[config.mk]
export PLATFORM = sky130hd
export DESIGN_NAME = clk_seq_ctrl
export DESIGN_NICKNAME = d
export VERILOG_FILES = /design/src/rtl/clk_seq_pkg.sv /design/src/rtl/clk_phase_mirror.sv /design/src/rtl/clk_seq_ctrl.sv
export SDC_FILE = /design/constraint.sdc
export NUM_CORES = 1
export LEC_CHECK = 0
export CORE_MARGIN = 2
export CORE_UTILIZATION = 51
export DETAILED_ROUTE_END_ITERATION = 10
export PLACE_DENSITY = 0.83
export SYNTH_ARGS = -nofsm -noshare
export SYNTH_HDL_FRONTEND = slang
export SYNTH_SLANG_ARGS = --single-unit
[constraint.sdc]
create_clock -name clk_8f -period 1.9 [get_ports clk_8f]
set_clock_uncertainty 0.1 [all_clocks]
set_input_delay 0.57 -clock clk_8f [delete_from_list [all_inputs] [get_ports clk_8f]]
set_output_delay 0.57 -clock clk_8f [all_outputs]
set_load 0.01 [all_outputs]
[src/rtl/clk_seq_pkg.sv]
// Shared constants for the clk_8f-domain clock sequencer: FSM state
// encoding and divider phase landmarks.
package clk_seq_pkg;

  localparam int PHASE_W = 3;

  // FSM state encoding (also driven out on the state port).
  localparam logic [1:0] ST_IDLE   = 2'd0;
  localparam logic [1:0] ST_WARMUP = 2'd1;
  localparam logic [1:0] ST_RUN    = 2'd2;
  localparam logic [1:0] ST_DRAIN  = 2'd3;

  // Enabled edge at PH_RISE_F raises both clk_2f and clk_f.
  localparam logic [PHASE_W-1:0] PH_RISE_F  = 3'd0;
  // Enabled edge at PH_RISE_2F raises clk_2f only.
  localparam logic [PHASE_W-1:0] PH_RISE_2F = 3'd4;
  // Last phase of a clk_f frame; stopping here leaves the divider reset-equivalent.
  localparam logic [PHASE_W-1:0] PH_LAST    = 3'd7;

  // True when an enabled edge at this phase makes clk_2f rise.
  function automatic logic is_2f_rise(input logic [PHASE_W-1:0] ph);
    return (ph == PH_RISE_F) || (ph == PH_RISE_2F);
  endfunction

endpackage

[src/rtl/clk_phase_mirror.sv]
// Mirror of the clk_8f divider phase. Produces one-cycle strobes that line
// up with the cycles in which clk_2f / clk_f have just gone high, and counts
// clk_f frames.
module clk_phase_mirror
  import clk_seq_pkg::*;
#(
  parameter int FCW = 8
) (
  input  logic               clk_8f,
  input  logic               rst,
  input  logic               gen_enb,
  input  logic               phase_clr,
  input  logic               frame_clr,
  output logic [PHASE_W-1:0] phase,
  output logic               stb_2f,
  output logic               stb_f,
  output logic [FCW-1:0]     frame_cnt
);

  logic [PHASE_W-1:0] phase_r;
  logic               stb_2f_r;
  logic               stb_f_r;
  logic [FCW-1:0]     frame_cnt_r;
  logic               rise_2f_s;
  logic               rise_f_s;

  // Decode which divider clocks rise on the current edge.
  always_comb begin
    rise_2f_s = gen_enb & is_2f_rise(phase_r);
    rise_f_s  = gen_enb & (phase_r == PH_RISE_F);
  end

  // Phase counter, strobe registers and frame counter.
  always_ff @(posedge clk_8f or negedge rst) begin
    if (!rst) begin
      phase_r     <= '0;
      stb_2f_r    <= 1'b0;
      stb_f_r     <= 1'b0;
      frame_cnt_r <= '0;
    end else begin
      if (phase_clr) begin
        phase_r <= '0;
      end else if (gen_enb) begin
        phase_r <= phase_r + PHASE_W'(1);
      end else begin
        phase_r <= phase_r;
      end
      stb_2f_r <= rise_2f_s;
      stb_f_r  <= rise_f_s;
      if (frame_clr) begin
        frame_cnt_r <= '0;
      end else if (rise_f_s) begin
        frame_cnt_r <= frame_cnt_r + FCW'(1);
      end else begin
        frame_cnt_r <= frame_cnt_r;
      end
    end
  end

  assign phase     = phase_r;
  assign stb_2f    = stb_2f_r;
  assign stb_f     = stb_f_r;
  assign frame_cnt = frame_cnt_r;

endmodule

[src/rtl/clk_seq_ctrl.sv]
// Clock divider sequencer: start / warm-up / run / drain control of the
// clk_8f -> clk_2f/clk_f divider and the 2f/f datapath enable. Stopping
// only on frame boundaries leaves the divider in its reset-equivalent state.
module clk_seq_ctrl
  import clk_seq_pkg::*;
#(
  parameter int WARMUP_CYC   = 16,
  parameter int DRAIN_FRAMES = 2,
  parameter int FCW          = 8
) (
  input  logic           clk_8f,
  input  logic           rst,
  input  logic           start,
  input  logic           stop,
  output logic           gen_rst,
  output logic           gen_enb,
  output logic           stb_2f,
  output logic           stb_f,
  output logic           dp_en,
  output logic           busy,
  output logic [FCW-1:0] frame_cnt,
  output logic [1:0]     state
);

  localparam int WCW = (WARMUP_CYC > 1) ? $clog2(WARMUP_CYC) : 1;
  localparam int DCW = (DRAIN_FRAMES > 1) ? $clog2(DRAIN_FRAMES) : 1;
  localparam logic [WCW-1:0] WCNT_LAST = WCW'(WARMUP_CYC - 1);
  localparam logic [DCW-1:0] DCNT_LAST = DCW'(DRAIN_FRAMES - 1);

  logic [1:0]         state_r, state_s;
  logic               gen_rst_r, gen_rst_s;
  logic               gen_enb_r, gen_enb_s;
  logic               dp_en_r, dp_en_s;
  logic               busy_r, busy_s;
  logic [WCW-1:0]     wcnt_r, wcnt_s;
  logic [DCW-1:0]     dcnt_r, dcnt_s;
  logic               phase_clr_s;
  logic               frame_clr_s;
  logic [PHASE_W-1:0] phase_s;

  // Next-state and next-output decode for the sequencer FSM.
  always_comb begin
    state_s     = state_r;
    gen_rst_s   = gen_rst_r;
    gen_enb_s   = gen_enb_r;
    dp_en_s     = dp_en_r;
    wcnt_s      = wcnt_r;
    dcnt_s      = dcnt_r;
    phase_clr_s = 1'b0;
    frame_clr_s = 1'b0;
    case (state_r)
      ST_IDLE: begin
        gen_enb_s = 1'b0;
        dp_en_s   = 1'b0;
        if (start && !stop) begin
          state_s     = ST_WARMUP;
          gen_rst_s   = 1'b0;
          wcnt_s      = '0;
          frame_clr_s = 1'b1;
        end else begin
          state_s   = ST_IDLE;
          gen_rst_s = 1'b1;
        end
      end
      ST_WARMUP: begin
        gen_enb_s = 1'b0;
        if (stop) begin
          state_s   = ST_IDLE;
          gen_rst_s = 1'b1;
        end else if (wcnt_r == WCNT_LAST) begin
          // Divider and datapath start together, from phase 0.
          state_s     = ST_RUN;
          gen_enb_s   = 1'b1;
          dp_en_s     = 1'b1;
          phase_clr_s = 1'b1;
        end else begin
          wcnt_s = wcnt_r + WCW'(1);
        end
      end
      ST_RUN: begin
        if (stop) begin
          // Datapath stops at once; the divider runs on to a frame boundary.
          state_s = ST_DRAIN;
          dp_en_s = 1'b0;
          dcnt_s  = '0;
        end else begin
          state_s = ST_RUN;
        end
      end
      ST_DRAIN: begin
        if (gen_enb_r && (phase_s == PH_LAST)) begin
          if (dcnt_r == DCNT_LAST) begin
            state_s   = ST_IDLE;
            gen_enb_s = 1'b0;
            gen_rst_s = 1'b1;
          end else begin
            dcnt_s = dcnt_r + DCW'(1);
          end
        end else begin
          state_s = ST_DRAIN;
        end
      end
      default: begin
        state_s   = ST_IDLE;
        gen_rst_s = 1'b1;
        gen_enb_s = 1'b0;
        dp_en_s   = 1'b0;
      end
    endcase
    busy_s = (state_s != ST_IDLE);
  end

  // Registered FSM state, counters and control outputs.
  always_ff @(posedge clk_8f or negedge rst) begin
    if (!rst) begin
      state_r   <= ST_IDLE;
      gen_rst_r <= 1'b1;
      gen_enb_r <= 1'b0;
      dp_en_r   <= 1'b0;
      busy_r    <= 1'b0;
      wcnt_r    <= '0;
      dcnt_r    <= '0;
    end else begin
      state_r   <= state_s;
      gen_rst_r <= gen_rst_s;
      gen_enb_r <= gen_enb_s;
      dp_en_r   <= dp_en_s;
      busy_r    <= busy_s;
      wcnt_r    <= wcnt_s;
      dcnt_r    <= dcnt_s;
    end
  end

  clk_phase_mirror #(
    .FCW(FCW)
  ) u_mirror (
    .clk_8f    (clk_8f),
    .rst       (rst),
    .gen_enb   (gen_enb_r),
    .phase_clr (phase_clr_s),
    .frame_clr (frame_clr_s),
    .phase     (phase_s),
    .stb_2f    (stb_2f),
    .stb_f     (stb_f),
    .frame_cnt (frame_cnt)
  );

  assign gen_rst = gen_rst_r;
  assign gen_enb = gen_enb_r;
  assign dp_en   = dp_en_r;
  assign busy    = busy_r;
  assign state   = state_r;

endmodule

==> qor.csv, run 1 <==
metric;value;unit
outcome;finished clean;
final-hold-violation-count;0;
slew_headroom;0.7994;
finalCriticalPeriod;1.852;ns
netlist_instances;110;
cp_top_family;buffers and inverters;
synth_fp_nets;119;
required;1.23;ns
post-dp-hpwl;1644;microns
async_flop_share;1.000;
slowest_delay;0.52;ns
cts_tree;done;
cts_made_buffers;3;
synth_flop_cell;dfrtp_1;
p_seq_frac;0.601;
start_kind;flip-flop;
power.density;568.6;nW/um^2
r2r-end;u_mirror.frame_cnt[7];
r2r_start;u_mirror.phase[0];
max_freq;540.1;MHz
cap_violations;0;
worstHoldStart;wcnt_r[0];
clk_pin_slew;0.13;ns
grt_max_degree;25;
ir_worst_vdd;0.0004572;V
ys_types;35;
drt_iter0_drc;24;
ys_warn_count;0;
routedWlPerCell;13.29;microns
ys_ff_latch;24;
layoutNonFillerInstCount;173;
finalSetupViolCount;0;
synth_area;1171;sq um
die-area;2696;sq um
synth_area_leaders;dfrtp_1 (49%), ha_1 (5.3%), mux2i_1 (5.1%), a21oi_1 (3.4%), nor2_1 (3.2%);
fin_util;0.7025;
tightest_slew;0.2998;ns
gr-total-overflow;0;
cts-root-buf;clkbuf_4;
nNetsFinal;155;
synth_most_common_cell;dfrtp_1;
crit_type;flip-flop to output port;
cts.htree.levels;1;
io_buffer_count;19;
die_w;51.92;microns
cp_max_fo;1;
track_usage;0.2091;
crit_buf_inv;1;
die_h;51.92;microns
p_sw_frac;0.2236;
power.share.clock;0.305;
antenna_found_initial;0;
grt_setup_unrepaired;no;
drt.antenna.violating_nets;0;
switchingPower;0.1957;mW
hp-class;flip-flop to flip-flop;
netlist_top_cells_count;dfrtp_1 (23), nor2_1 (10), nand2_1 (9), a21oi_1 (8), mux2i_1 (6);
viasPerCell;5.734;
yosysSeqAreaShare;0.5139;
rows;17;
clk_latency;0.32;ns
synth_edf_count;0;
grt_first_pass_wirelength;4174;microns
final_layout_size_suffix_gt1_frac;0.1724;
cp_data_arrival_time;1.18;ns
crit_slowest_cell;clkdlybuf4s50_1;
area_growth;31.41;%
cts_buffer_depth;2;
period_share;0.9745;
grt_pass1_vias;989;
cellLeakagePower;0.7938;nW
syn_avg_cell_area;10.65;sq um
regToRegSetupSlack;0.19;ns
min_to;wcnt_r[0];
core-area;2191;sq um
final_max_slew_viol_count;0;
cp_cell_sequence;clkdlybuf4s50_1;
diodes;0;
gp_congestion;0.9069;
cts_hold_buf;0;
totalWireLength;2300;microns
cp-end-kind;output port;
reg2reg_depth;5;
clock_sinks;24;
internal_power;0.6795;mW
yosys.area.top_type;dfrtp_1;
p_comb_frac;0.094;
worstHoldPathCells;1;
start_util;0.5346;
io_pins;20;
via_count;992;
dp_cells;161;
synth.top_cell.area_share;0.4915;
post-route-drc-count;0;
drt_pass1_iterations;4;
## state kept, by name, indices dropped and copies added (netlist names), 2 cells and up
register	cells
u_mirror.frame_cnt	8
state	2
u_mirror.phase	3
wcnt_r	4
## metal layers
| layer | GRT usage | share of wire | up-vias |
|---|---|---|---|
| li1 | - | - | 469 |
| met1 | 0.2360 | 0.40 | 481 |
| met2 | 0.3797 | 0.52 | 34 |
| met3 | 0.02586 | 0.049 | 8 |
| met4 | 0.1096 | 0.022 | 0 |
| met5 | 0 | 0 | - |
## final cells by class
class,count,area [sq um]
well taps,28,35.03
flip-flops and latches,24,601.8
clock buffers,4,36.28
fillers,162,651.9
multi-input cells,77,525.5
inverters,5,18.77
repair buffers,35,321.6
## power by group through the flow
stage	registers [mW]	clock network, mW	logic, mW
after floorplan	0.545	0	0.0201
after global placement	0.542	0	0.0676
after detailed placement	0.542	0	0.0699
after CTS	0.526	0.276	0.0851
after global routing	0.527	0.301	0.0930
final	0.526	0.267	0.0825
## cells in the final DEF, fill, tap and decap left out, types with 2 or more instances in the layout
cell,n
buf_4,16
dlygate4sd2_1,7
o31ai_1,2
nor2_1,10
dlymetal6s2s_1,8
nor3_1,2
mux2i_1,6
xor2_1,2
or4_1,2
nand2_1,9
inv_1,5
nand4_1,4
nand3_1,3
o21ai_0,5
clkbuf_4,3
dfrtp_1,23
ha_1,5
or3_1,3
a21oi_1,8
clkdlybuf4s50_1,4
## stage by stage
step	setup slack [ns]	power, mW	area (sq um)	setup TNS, ns	hold WS [ns]
finish	0.04848	0.8751	1539	0	0.4256
global route	0.01337	0.9210	1539	0	0.4559
CTS	0.001866	0.8876	1519	0	0.4287
detailed placement	-0.2341	0.6121	1431	-2.455	0.4106
global placement	-0.1675	0.6091	1431	-1.389	0.3920
floorplan	0.2655	0.5654	1171	0	0.1744
## logic make-up (layout without fill, tap and decap cells)
kind of cell / Yosys count / after routing / synth area share
AO/OA/AOI/OAI: 22 / 22 / 0.1175
buffers and inverters: 9 / 44 / 0.03739
XOR/XNOR: 3 / 3 / 0.02244
flip-flops: 24 / 24 / 0.5139
adder cells (fa/ha/maj): 5 / 5 / 0.05342
multiplexers: 6 / 6 / 0.05128
AND/OR/NAND/NOR: 41 / 41 / 0.2041
## how the worst max path moves through the flow
stage                               start           end  slack, ns  depth (start not counted)
finish                               busy          busy       0.05                          1
CTS                 u_mirror.frame_cnt[1]  frame_cnt[1]      0.002                          1
global placement                     stop     wcnt_r[0]      -0.17                          4
floorplan                            stop     wcnt_r[0]       0.27                          4
global route                         busy          busy       0.01                          1
detailed placement                   stop     wcnt_r[3]      -0.23                          4
## what timing repair did
item / CTS / global route
setup buffers: 8 / 0
resized for setup: 7 / 8
endpoints found under the setup margin: 11 / 8
cloned: 0 / 0
(Power assumes the default switching activity.)
==> run 2: changes to the inputs <==
CORE_UTILIZATION = 30   (was 51)
PLACE_DENSITY = 0.56   (was 0.83)
SKIP_CTS_REPAIR_TIMING = 1   (was default)
TNS_END_PERCENT = 30   (was default)
==> qor.csv, run 2 (same netlist as run 1, synthesis figures left out) <==
metric;value;unit;change
outcome;finished clean;;unchanged
clk_latency;0.27;ns;was 0.32 ns
start_kind;flip-flop;;unchanged
slew_headroom;0.7888;;was 0.7994
final_layout_size_suffix_gt1_frac;0.1449;;was 0.1724
dp_cells;181;;was 161
cellLeakagePower;0.7471;nW;was 0.7938 nW
finalPower;0.9500;mW;was 0.8751 mW
grt_pass1_vias;897;;was 989
track_usage;0.1146;;was 0.2091
die_h;66.48;microns;was 51.92 microns
nNetsFinal;148;;was 155
fin_ws;0.05644;ns;was 0.04848 ns
rows;22;;was 17
grt_first_pass_wirelength;3912;microns;was 4174 microns
fillers;379;;was 162
io_buffer_count;19;;unchanged
finalCriticalPeriod;1.844;ns;was 1.852 ns
start_util;0.3152;;was 0.5346
reg2reg_depth;5;;unchanged
crit_buf_inv;1;;unchanged
cts-root-buf;clkbuf_8;;was clkbuf_4
grt_max_degree;25;;unchanged
tightest_slew;0.3156;ns;was 0.2998 ns
cts.htree.levels;1;;unchanged
slowest_delay;0.54;ns;was 0.52 ns
die_w;66.48;microns;was 51.92 microns
totalWireLength;2360;microns;was 2300 microns
cp_data_arrival_time;1.17;ns;was 1.18 ns
worstHoldPathCells;1;;unchanged
core-area;3716;sq um;was 2191 sq um
viasPerCell;5.048;;was 5.734
final_common_cell;dfrtp_1;;unchanged
gp_congestion;0.8375;;was 0.9069
finalSetupViolCount;0;;unchanged
final_max_slew_viol_count;0;;unchanged
diodes;0;;unchanged
cp_max_fo;2;;was 1
crit_type;flip-flop to output port;;unchanged
fin_util;0.4162;;was 0.7025
cts_made_buffers;3;;unchanged
path_depth;1;;unchanged
cts_tree;done;;unchanged
drt.antenna.violating_nets;0;;unchanged
io_pins;20;;unchanged
cp-end-kind;output port;;unchanged
gr-total-overflow;0;;unchanged
cp_top_family;buffers and inverters;;unchanged
hp-class;flip-flop to flip-flop;;unchanged
grt_setup_unrepaired;no;;unchanged
final-hold-violation-count;0;;unchanged
cap_violations;0;;unchanged
crit_slowest_cell;clkdlybuf4s50_1;;unchanged
post-dp-hpwl;1690;microns;was 1644 microns
antenna_found_initial;0;;unchanged
post-route-drc-count;0;;unchanged
routedWlPerCell;12.69;microns;was 13.29 microns
finalSetupTns;0;ns;unchanged
period_share;0.9703;;was 0.9745
cts_buffer_depth;2;;unchanged
power.density;614.3;nW/um^2;was 568.6 nW/um^2
drt_iter0_drc;35;;was 24
required;1.23;ns;about the same
cp_cell_sequence;clkdlybuf4s50_1;;unchanged
drt_pass1_iterations;4;;unchanged
place_ws;-0.1729;ns;was -0.2341 ns
layoutNonFillerInstCount;186;;was 173
clk_pin_slew;0.08;ns;was 0.13 ns
largest_reg_flops;8;;unchanged
die-area;4420;sq um;was 2696 sq um
clock_sinks;24;;unchanged
ir_worst_vdd;0.0002654;V;was 0.0004572 V
via_count;939;;was 992
area_growth;32.05;%;was 31.41%
layout_common_cells;dfrtp_1 (21), nor2_1 (10), dlymetal6s2s_1 (10);;was dfrtp_1 (23), buf_4 (16), nor2_1 (10)
max_freq;542.4;MHz;was 540.1 MHz
[run 2: cell types whose count changed in the layout (fill, tap and decap cells not counted)]
cell,delta
dfrtp_1,-2
dfrtp_2,+2
buf_4,-7
dlygate4sd2_1,-7
clkbuf_4,-3
clkdlybuf4s50_1,+5
dlymetal6s2s_1,+2
clkbuf_8,+3
[run 2: area by class of cell]
cell class | instances | area [sq um] | area share
repair buffers | 28 | 282.8 | 0.1828
multi-input cells | 77 | 525.5 | 0.3398
flip-flops and latches | 24 | 604.3 | 0.3908
well taps | 48 | 60.06 | 0.03884
clock buffers | 4 | 55.05 | 0.03560
inverters | 5 | 18.77 | 0.01214
[run 2: layer usage]
metal | track usage | vias up | share of wire
li1 | - | 455 | -
met1 | 0.1333 | 460 | 0.45
met2 | 0.1988 | 20 | 0.49
met3 | 0.02365 | 4 | 0.048
met4 | 0.05612 | 0 | 0.012
met5 | 0 | - | 0
[run 2: worst paths after layout]
| kind | startpoint | endpoint | slack, ns |
|---|---|---|---|
| min in group asynchronous | rst | u_mirror.frame_cnt[0] | 0.56 |
| min | wcnt_r[0] | wcnt_r[0] | 0.40 |
| max | state[0] | state[0] | 0.06 |
| max reg2reg | u_mirror.phase[0] | u_mirror.frame_cnt[7] | 0.20 |
| min reg2reg | wcnt_r[0] | wcnt_r[0] | 0.40 |
| max in group asynchronous | rst | gen_rst | 0.85 |
[run 2: per-stage QoR]
| step | area (sq um) | hold slack (ns) |
|---|---|---|
| detailed placement | 1456 | 0.3914 |
| CTS | 1511 | 0.4052 |
| floorplan | 1171 | 0.1744 |
| global placement | 1456 | 0.3916 |
| finish | 1546 | 0.4039 |
| global route | 1546 | 0.4259 |
[run 2: where the power goes]
part	total [mW]	switching, mW	internal (mW)
combinational	0.0687	0.0341	0.0346
sequential	0.532	0.0110	0.521
clock	0.349	0.164	0.185
total	0.950	0.209	0.741
==> variant (flow settings as in run 2) <==
The parameter `DRAIN_FRAMES` goes from 2 to 1.
--- a/src/rtl/clk_seq_ctrl.sv
+++ b/src/rtl/clk_seq_ctrl.sv
@@ -6,5 +6,5 @@
 #(
   parameter int WARMUP_CYC   = 16,
-  parameter int DRAIN_FRAMES = 2,
+  parameter int DRAIN_FRAMES = 1,
   parameter int FCW          = 8
 ) (
Function: no difference found for any inputs over 10 cycles, from zero or initial values and one cycle with rst low; that may be too few to reach the edited logic, so the function may still have changed.
==> variant against run 2 <==
- via count down 4.4%
- setup slack lost 0.014 ns
- routed wire length fell by 2.5%
- design area fell by 1.9%
- sequential cell count decreased by 1
- synthesized area down 2.5%
- largest cell class unchanged
Power is not compared: it rests on default switching activity, and its combinational part moved more than twofold at a synthesized area within 25%.
==> variant: results (changes against run 2) <==
powerSeq_mw: 0.752
finalWeightedCongestion: 0.791  # -5.6%
timing.rr.end: "u_mirror.frame_cnt[5]"
p_int_mw: 1.18
tightest_slew_ns: 0.358  # +0.0420 ns
hp-start: "gen_rst"
fin_crit_sh_pct: 97.8  # +0.74 points
worstSetupStartpoint: "dp_en"
grt_pass1_wl_mm: 4.08  # +4.2%
synth_top_cells_by_count: "dfrtp_1 (22), a21oi_1 (10), nand2_1 (9), nor2_1 (9)"
async_reset_ff_share_pct: 100  # unchanged
htreeDepth: 1  # unchanged
r2r_cells: 5  # unchanged
critPathSlowestCell: "clkdlybuf4s50_1"
clk_latency_ns: 0.27  # about the same
postPlaceCellArea_um2: 1450  # -0.60%
hold_path_class: "reg -> reg"
grt_start_max_net_pins: 24  # -4.0%
seq_area_frac_synth_pct: 50.5  # -0.90 points
cts-root-buf: "clkbuf_8"
ys.flop_type: "dfrtp_1"
critPathMaxFanout: 3  # +1
dp_slack_ns: -0.0156  # +0.157 ns
antenna_found_initial: 0  # unchanged
cp-endpoint: "dp_en"
whs_endpoint: "gen_rst"
post-dp-hpwl_mm: 1.68  # -0.50%
numCtsBuffers: 3  # unchanged
vias_per_cell: 4.75  # -5.9%
largest_reg_flops: 8  # unchanged
drt_iter0_drc: 47  # +34%
cp_slowest_stage_delay_ns: 0.55
ys_warn_count: 0  # unchanged
peakVddDrop_uv: 753
grt_pass1_vias: 951  # +6.0%
wl_mm: 2.30  # -2.5%
antenna_cells: 0  # unchanged
grt_usage_pct: 11.9  # +0.46 points
nets: 151  # +2.0%
dr.pass1.iters: 4  # unchanged
cts_buffer_depth: 2  # unchanged
arrival_ns: 1.19  # +0.02 ns
r2r-start: "u_mirror.phase[0]"
synth.area.top_cells: "dfrtp_1 (48%), ha_1 (5.5%), a21oi_1 (4.4%), mux2i_1 (3.5%), nand2_1 (3.0%)"
io_buffers: 19  # unchanged
status: "completed"
drive_gt1_share_pct: 14.2  # -0.31 points
syn-num-nets: 119  # unchanged
comb_power_mw: 0.765
ys_types: 37  # +5.7%
min_path_cells: 2  # +1
powerClk_mw: 0.303
## variant: per-layer routing
layer,GRT usage [%],wire length [µm],vias up
li1,-,-,464
met1,15.2,1080,410
met2,19.6,1080,22
met3,3.60,129,2
met4,3.13,11,0
met5,0,0,-
## variant: cell families (layout without fill, tap and decap cells)
group	count (synthesis)	in the layout	synth area share, %
compound gates	26	26	14.6
mux	4	4	3.51
simple gates	41	41	20.3
xor+xnor	3	3	2.30
flops	23	23	50.5
buf+inv	8	39	3.39
fa+ha+maj	5	5	5.48
## variant: area by class of cell
class	count	area [µm²]
clock inverters	1	5.00
well taps	48	60.1
multi-input cells	79	527
repair buffers	30	288
flip-flops and latches	23	578
fillers	359	2140
inverters	5	18.8
clock buffers	3	41.3
## variant: stage by stage
step	hold WS (ns)	cells
finish	0.373	189
global route	0.397	189
CTS	0.383	188
detailed placement	0.371	184
global placement	0.358	184
floorplan	0.174	110
